<file path="src/rtl/mux_scan_ctrl_if.sv">
// -----------------------------------------------------------------------------
// mux_scan_ctrl_if
// Purpose : groups the scan request, mux select/return and result handshake
//           signals of mux_scan_ctrl.
// Signals : start      - request a scan (master -> slave)
//           chan_mask  - channel enable mask, bit i enables mux input A[i]
//           S          - select to the downstream 8-to-1 mux (slave -> master)
//           Y          - mux output returned for sampling (master -> slave)
//           busy       - scanner not idle
//           out_data   - scan result, bit i = sampled Y for channel i
//           out_valid  - result valid
//           out_ready  - consumer accepts result
// Modports: slave  - the scan controller side
//           master - the requester / mux / consumer side
// -----------------------------------------------------------------------------
interface mux_scan_ctrl_if;
    logic       start;
    logic [7:0] chan_mask;
    logic [2:0] S;
    logic       Y;
    logic       busy;
    logic [7:0] out_data;
    logic       out_valid;
    logic       out_ready;

    modport slave (
        input  start, chan_mask, Y, out_ready,
        output S, busy, out_data, out_valid
    );

    modport master (
        output start, chan_mask, Y, out_ready,
        input  S, busy, out_data, out_valid
    );
endinterface

</file>
<file path="src/rtl/mux_scan_ctrl.sv">
// -----------------------------------------------------------------------------
// mux_scan_ctrl
// Purpose : steps the select of an external 8-to-1 mux through every enabled
//           channel, holds each for SETTLE+1 cycles, samples the returned mux
//           output on the last of them and presents the 8-bit result with a
//           valid/ready handshake.
// Ports   : clk    - single clock, rising edge
//           rst_n  - asynchronous active-low reset
//           bus    - mux_scan_ctrl_if.slave (start, chan_mask, S, Y, busy,
//                    out_data, out_valid, out_ready)
// Params  : SETTLE - extra cycles S is held before Y is sampled (0..15)
// Macro   : MUX_SCAN_AUTO_RESTART_EN - when defined, the result handshake
//           restarts a scan with the latched mask instead of returning to idle.
// -----------------------------------------------------------------------------
module mux_scan_ctrl #(
    parameter int unsigned SETTLE = 1
) (
    input  logic            clk,
    input  logic            rst_n,
    mux_scan_ctrl_if.slave  bus
);

    typedef enum logic [1:0] {
        ST_IDLE   = 2'd0,
        ST_SETTLE = 2'd1,
        ST_SAMPLE = 2'd2,
        ST_DONE   = 2'd3
    } state_t;

    localparam bit         HAS_SETTLE = (SETTLE != 0);
    localparam logic [3:0] CNT_LOAD   = HAS_SETTLE ? 4'(SETTLE - 1) : 4'd0;
    // State entered whenever a new channel is placed on S.
    localparam state_t     ST_AFTER_SEL = HAS_SETTLE ? ST_SETTLE : ST_SAMPLE;

    state_t     r_state;
    logic [7:0] r_mask;
    logic [3:0] r_cnt;
    logic [2:0] r_s;
    logic       r_busy;
    logic [7:0] r_data;
    logic       r_valid;

    logic [3:0] w_first_in;   // {found, index} of lowest set bit of chan_mask
    logic [3:0] w_next;       // {found, index} of next enabled channel above S
    logic [3:0] w_shift;
`ifdef MUX_SCAN_AUTO_RESTART_EN
    logic [3:0] w_first_lat;  // {found, index} of lowest latched channel
`endif

    // Lowest set bit of m; the downward loop lets the lowest index win.
    function automatic logic [3:0] lowest(input logic [7:0] m);
        logic [3:0] r;
        r = '0;
        for (int unsigned j = 0; j < 8; j++) begin
            if (m[7 - j]) r = {1'b1, 3'(7 - j)};
        end
        return r;
    endfunction

    always_comb begin
        w_first_in = lowest(bus.chan_mask);
        // S+1 may be 8, which shifts the whole mask out: no higher channel.
        w_shift    = {1'b0, r_s} + 4'd1;
        w_next     = lowest(r_mask & (8'hFF << w_shift));
`ifdef MUX_SCAN_AUTO_RESTART_EN
        w_first_lat = lowest(r_mask);
`endif
    end

    always_ff @(posedge clk or negedge rst_n) begin
        if (!rst_n) begin
            r_state <= ST_IDLE;
            r_mask  <= '0;
            r_cnt   <= '0;
            r_s     <= '0;
            r_busy  <= 1'b0;
            r_data  <= '0;
            r_valid <= 1'b0;
        end else begin
            case (r_state)
                ST_IDLE: begin
                    // An all-zero mask has no first channel, so it is ignored.
                    if (bus.start && w_first_in[3]) begin
                        r_mask  <= bus.chan_mask;
                        r_data  <= '0;
                        r_s     <= w_first_in[2:0];
                        r_cnt   <= CNT_LOAD;
                        r_busy  <= 1'b1;
                        r_state <= ST_AFTER_SEL;
                    end
                end
                ST_SETTLE: begin
                    if (r_cnt == 4'd0) r_state <= ST_SAMPLE;
                    else               r_cnt   <= r_cnt - 4'd1;
                end
                ST_SAMPLE: begin
                    r_data[r_s] <= bus.Y;
                    if (w_next[3]) begin
                        r_s     <= w_next[2:0];
                        r_cnt   <= CNT_LOAD;
                        r_state <= ST_AFTER_SEL;
                    end else begin
                        r_valid <= 1'b1;
                        r_state <= ST_DONE;
                    end
                end
                ST_DONE: begin
                    if (r_valid && bus.out_ready) begin
                        r_valid <= 1'b0;
`ifdef MUX_SCAN_AUTO_RESTART_EN
                        r_data  <= '0;
                        r_s     <= w_first_lat[2:0];
                        r_cnt   <= CNT_LOAD;
                        r_state <= ST_AFTER_SEL;
`else
                        r_busy  <= 1'b0;
                        r_state <= ST_IDLE;
`endif
                    end
                end
                default: r_state <= ST_IDLE;
            endcase
        end
    end

    assign bus.S         = r_s;
    assign bus.busy      = r_busy;
    assign bus.out_data  = r_data;
    assign bus.out_valid = r_valid;

endmodule

</file>
<file path="src/flat_wrapper.sv">
// flat-port wrapper written by rule: the top's interface ports become plain ports
module mux_scan_ctrl_flat 
#(
    parameter int unsigned SETTLE = 1
)
  (clk, rst_n, bus_start, bus_chan_mask, bus_Y, bus_out_ready, bus_S, bus_busy, bus_out_data, bus_out_valid);
  mux_scan_ctrl_if bus_i ();
  input  logic clk;
  input  logic rst_n;
  input wire logic [$bits(bus_i.start)-1:0] bus_start;
  input wire logic [$bits(bus_i.chan_mask)-1:0] bus_chan_mask;
  input wire logic [$bits(bus_i.Y)-1:0] bus_Y;
  input wire logic [$bits(bus_i.out_ready)-1:0] bus_out_ready;
  output wire logic [$bits(bus_i.S)-1:0] bus_S;
  output wire logic [$bits(bus_i.busy)-1:0] bus_busy;
  output wire logic [$bits(bus_i.out_data)-1:0] bus_out_data;
  output wire logic [$bits(bus_i.out_valid)-1:0] bus_out_valid;
  assign bus_i.start = bus_start;
  assign bus_i.chan_mask = bus_chan_mask;
  assign bus_i.Y = bus_Y;
  assign bus_i.out_ready = bus_out_ready;
  assign bus_S = bus_i.S;
  assign bus_busy = bus_i.busy;
  assign bus_out_data = bus_i.out_data;
  assign bus_out_valid = bus_i.out_valid;
  mux_scan_ctrl #(.SETTLE(SETTLE)) u_core (.clk(clk), .rst_n(rst_n), .bus(bus_i));
endmodule
</file>
<file path="config.mk">
export PLATFORM = sky130hd
export DESIGN_NAME = mux_scan_ctrl_flat
export DESIGN_NICKNAME = d
export VERILOG_FILES = /design/src/rtl/mux_scan_ctrl_if.sv /design/src/rtl/mux_scan_ctrl.sv /design/src/flat_wrapper.sv
export SDC_FILE = /design/constraint.sdc
export NUM_CORES = 1
export LEC_CHECK = 0
export ABC_AREA = 1
export CORE_MARGIN = 8
export CORE_UTILIZATION = 55
export DETAILED_ROUTE_END_ITERATION = 7
export DONT_BUFFER_PORTS = 1
export PLACE_DENSITY = 0.78
export SETUP_SLACK_MARGIN = 0.5
export SYNTH_ARGS = -nofsm -noshare
export SYNTH_HDL_FRONTEND = slang
export SYNTH_SLANG_ARGS = --single-unit
</file>
<file path="constraint.sdc">
create_clock -name clk -period 3.1 [get_ports clk]
set_input_delay 0.62 -clock clk [delete_from_list [all_inputs] [get_ports clk]]
set_output_delay 0.62 -clock clk [all_outputs]
set_load 0.05 [all_outputs]
</file>
==> summary by stage <==
Synthesis
The cell type contributing the most total cell area after synthesis is sky130_fd_sc_hd__dfrtp_1. For this run, the register share of the synthesized area comes to between 40% and 50%. In this run the biggest area consumer among cell types represents about 42% of the synthesized area. In this run, distinct cell masters in the synthesized netlist total 27.

Synthesis produced a netlist with a net count of 227. By area the synthesized netlist is led by sky130_fd_sc_hd__dfrtp_1 42%, sky130_fd_sc_hd__nand2_1 11%, sky130_fd_sc_hd__inv_1 6.3%. In this run the cell area of the synthesized design comes to 0.00161 mm2. During synthesis, Yosys emitted a total of 0 warnings. The synthesized area divided by synthesized cell count is 7.72 um2. The flip-flop and latch count after synthesis is 27. Synthesis produced about 210 cells.

Timing
For the pin with the worst max-slew slack, the measured transition is 690 ps. The share of the cycle needed by the critical path after routing is a little under 80%. The count of final max-slew check failures is 0. The final hold violation count came to 0.

The total negative slack for setup checks is 0 ps. The number of setup violations in the final report is 0. The worst slew slack as a fraction of its limit is roughly 54%. Derived from the worst setup path, the maximum achievable clock frequency is slightly above 400 MHz. Clock skew on the completed layout was measured at about 3.4 ps. The clock period could shrink to between 2000 and 2500 ps.

Setup repair after global routing left no endpoint under its margin.

Global routing
The first global-routing pass estimated around 5700 um of wire. The via count of the first global-routing pass is ~1,300. The global routing usage summed across all routing layers is 13.6%.

Entering global routing, the biggest net connects 28 pins. The total global routing overflow is 0. The initial antenna violation count is 0.

Power and ir drop
For this design the ratio of total power to cell area is between 1000 and 1500 mW/mm2. In this run the power spent charging and discharging nets is about 1 mW. Registers are responsible for 48.2% of the overall power. The internal power of the cells totals between 0.8 and 0.9 mW. The static leakage power is ~0.85 nW. The worst IR drop on VDD is ~650 uV. The fraction of power consumed by combinational cells is ~43%. In this run, the clock network consumes 8.6% of the power. The fraction of power spent switching nets is 54.2%.

Critical path
The worst-case reg-to-reg path depth is 13. The kind of start point of the critical path is a flop. In this run the register-to-register setup slack is 700 ps. The setup path with the least slack is of type reg -> reg.

The signal arrival time at the worst endpoint is between 2000 and 3000 ps. The required time of the critical path is ~3300 ps. The worst setup path is captured at a flop.

The worst register-to-register path ends at u_core.bus.S[0]. The worst register-to-register path begins at u_core.bus.S[0]. The critical-path maximum fanout is 9.

Status
The run finished with clean final reports.

Clocking
The number of resized instances in the post-cts repair step is 0. The CTS tree is done. The later-pin clock latency in the skew report is roughly 330 ps.

Buffers added to address setup during post-CTS repair amount to 0. After clock tree synthesis, the clock-pin slew on the worst setup and hold paths is 150 ps. CTS built an H-tree with a depth of 1. The clock net in this run drives a total of 27 sinks.

The clock passes through at most 2 buffers. The clock root buffer is sky130_fd_sc_hd__clkbuf_4. The clock buffer count from CTS is 3.

Floorplan
26 I/O pins were placed. The floorplan has 19 rows. The core box area is 0.00276 mm2. The total die area is between 0.004 and 0.005 mm2. The vertical die dimension is around 70 um. The initial utilization of the core area, before any placement, comes to roughly three fifths. Measured along the x axis, the die boundary spans about 70 um.

Placement
At the end of routability-driven placement, the weighted congestion stood at just over 0.8. The HPWL reported at the end of detailed placement is ~2600 um. The port buffer count is 0.

The placement-stage cell area is roughly 0.0016 mm2.

Final layout
The number of antenna cells inserted is 0. The final layout contains between 200 and 250 nets. Cells with a size suffix above 1 make up about an eighth of the layout. Relative to the synthesized area, the layout overhead comes to 4.52%.

Counting the fill cells in the layout gives roughly 250. After routing the design area is around 0.0017 mm2.

Route
The total wire length after detailed routing is around 3300 um. For this run, the detailed router's first-pass iteration total came to 4. The DRC marker count from the first detailed-route iteration is 36. In the routed design, unresolved DRC markers number 0.

Across all layers, the routed design uses roughly 1,300 vias. In this run the remaining antenna-violating nets after routing total 0. After detailed routing, the number of vias per cell comes to 5.53. Dividing the detail-routed wire length by the instance count gives approximately 14 um.

Run
Across the run, the number of max-cap violations was 0.

Worst hold path
The worst min-delay path class is in -> async.
[cell usage in the layout, fill, tap and decap left out, types with 2 or more instances in the layout]
cell / count
sky130_fd_sc_hd__or2_2: 2
sky130_fd_sc_hd__a21oi_1: 9
sky130_fd_sc_hd__nand2_2: 4
sky130_fd_sc_hd__nand2_1: 49
sky130_fd_sc_hd__o21ai_1: 11
sky130_fd_sc_hd__dfrtp_1: 27
sky130_fd_sc_hd__clkbuf_4: 3
sky130_fd_sc_hd__inv_2: 3
sky130_fd_sc_hd__ha_1: 6
sky130_fd_sc_hd__nand3_2: 6
sky130_fd_sc_hd__o211ai_1: 6
sky130_fd_sc_hd__o21ai_0: 12
sky130_fd_sc_hd__nand2_4: 2
sky130_fd_sc_hd__nor2_2: 2
sky130_fd_sc_hd__inv_1: 27
sky130_fd_sc_hd__nor2_1: 20
sky130_fd_sc_hd__nor3_1: 4
sky130_fd_sc_hd__nand3_1: 8
[area by class of cell]
cell class              count  area, um2  area share [%]
inverters                  30        113            6.71
well taps                  31       38.8            2.31
repair buffers              2       27.5            1.64
clock buffers               4       26.3            1.57
flip-flops and latches     27        676            40.3
multi-input cells         148        797            47.5
[worst max-delay path, cell delays in order (launching register included)]
cell	delay, ps
sky130_fd_sc_hd__dfrtp_1	820
sky130_fd_sc_hd__ha_1	290
sky130_fd_sc_hd__inv_1	50
sky130_fd_sc_hd__ha_1	310
sky130_fd_sc_hd__nor2_1	120
sky130_fd_sc_hd__nor2_1	60
sky130_fd_sc_hd__nand2_2	60
sky130_fd_sc_hd__nand2_1	100
sky130_fd_sc_hd__nor2_2	140
sky130_fd_sc_hd__nand2_4	90
sky130_fd_sc_hd__nand2_4	90
sky130_fd_sc_hd__inv_2	40
sky130_fd_sc_hd__nor2_1	100
sky130_fd_sc_hd__a21oi_2	40
[cell families after synthesis]
| group | after synthesis | synth area share, % |
|---|---|---|
| fa+ha+maj | 6 | 4.68 |
| buf+inv | 33 | 8.26 |
| compound gates | 42 | 15.0 |
| mux | 1 | 0.701 |
| simple gates | 99 | 29.3 |
| flops | 27 | 42.1 |
[through the flow]
step / cells / hold slack [ps] / utilization [%] / total power, mW / worst slack (ps)
6_report: 242 / 78.0 / 60.8 / 1.85 / 696
5_1_grt: 242 / 64.8 / 60.8 / 2.02 / 533
4_1_cts: 242 / 79.8 / 60.8 / 1.86 / 694
3_5_place_dp: 237 / 326 / 59.2 / 1.69 / 722
3_3_place_gp: 237 / 325 / 59.2 / 1.65 / 789
2_1_floorplan: 208 / 324 / - / 1.52 / 906
[how the worst max path moves through the flow]
| stage | startpoint | to | slack, ps |
|---|---|---|---|
| floorplan | u_core.bus.S[0] | u_core.bus.S[0] | 910 |
| global placement | u_core.bus.S[0] | u_core.bus.S[0] | 790 |
| detailed placement | u_core.bus.S[0] | u_core.bus.S[0] | 720 |
| CTS | u_core.bus.S[0] | u_core.bus.S[0] | 690 |
| global route | u_core.bus.S[0] | u_core.r_cnt[0] | 530 |
| finish | u_core.bus.S[0] | u_core.bus.S[0] | 700 |
[metal layers]
metal | track usage (%) | vias to the layer above | routed length (um)
met4 | 4.69 | 0 | 39
met2 | 23.1 | 27 | 1640
met3 | 4.52 | 5 | 203
li1 | - | 679 | -
met1 | 15.4 | 627 | 1450
met5 | 0 | - | 0
[synthesized netlist by cell type]
cell                       number
sky130_fd_sc_hd__inv_2          3
sky130_fd_sc_hd__nand2_2        4
sky130_fd_sc_hd__o21bai_1       1
sky130_fd_sc_hd__o211ai_2       1
sky130_fd_sc_hd__nor3_1         4
sky130_fd_sc_hd__a21oi_1        9
sky130_fd_sc_hd__o21ai_0       12
sky130_fd_sc_hd__a21oi_2        1
sky130_fd_sc_hd__nand2_1       49
sky130_fd_sc_hd__or2_2          2
sky130_fd_sc_hd__nand3_1        8
sky130_fd_sc_hd__o22ai_1        1
sky130_fd_sc_hd__dfrtp_1       27
sky130_fd_sc_hd__buf_6          1
sky130_fd_sc_hd__nand3_2        6
sky130_fd_sc_hd__nor2_2         2
sky130_fd_sc_hd__o211ai_1       6
sky130_fd_sc_hd__nand3b_1       1
sky130_fd_sc_hd__nor2_1        20
sky130_fd_sc_hd__nor2_4         1
sky130_fd_sc_hd__mux2_2         1
sky130_fd_sc_hd__nand2_4        2
sky130_fd_sc_hd__inv_1         27
sky130_fd_sc_hd__buf_2          1
sky130_fd_sc_hd__ha_1           6
sky130_fd_sc_hd__o21ai_1       11
sky130_fd_sc_hd__clkbuf_1       1
[power groups by stage]
stage | clock (mW) | combinational (mW) | sequential [mW]
finish | 0.158 | 0.800 | 0.892
floorplan | 0 | 0.663 | 0.859
detailed placement | 0 | 0.790 | 0.905
global route | 0.176 | 0.929 | 0.917
global placement | 0 | 0.754 | 0.899
CTS | 0.162 | 0.803 | 0.896
[what timing repair did]
| action | CTS | global route |
|---|---|---|
| hold buffers | 1 | 0 |
| hold endpoints to repair | 27 | 0 |
| setup endpoints to repair | 0 | 0 |
[flip-flops by register name, summed over array words and instances, names as in the netlist]
| register | count |
|---|---|
| u_core.r_mask | 8 |
| u_core.bus.out_valid | 1 |
| u_core.r_cnt | 4 |
| u_core.bus.out_data | 8 |
| u_core.r_state | 2 |
| u_core.bus.busy | 1 |
| u_core.bus.S | 3 |
Power figures use the tool's default switching activity.
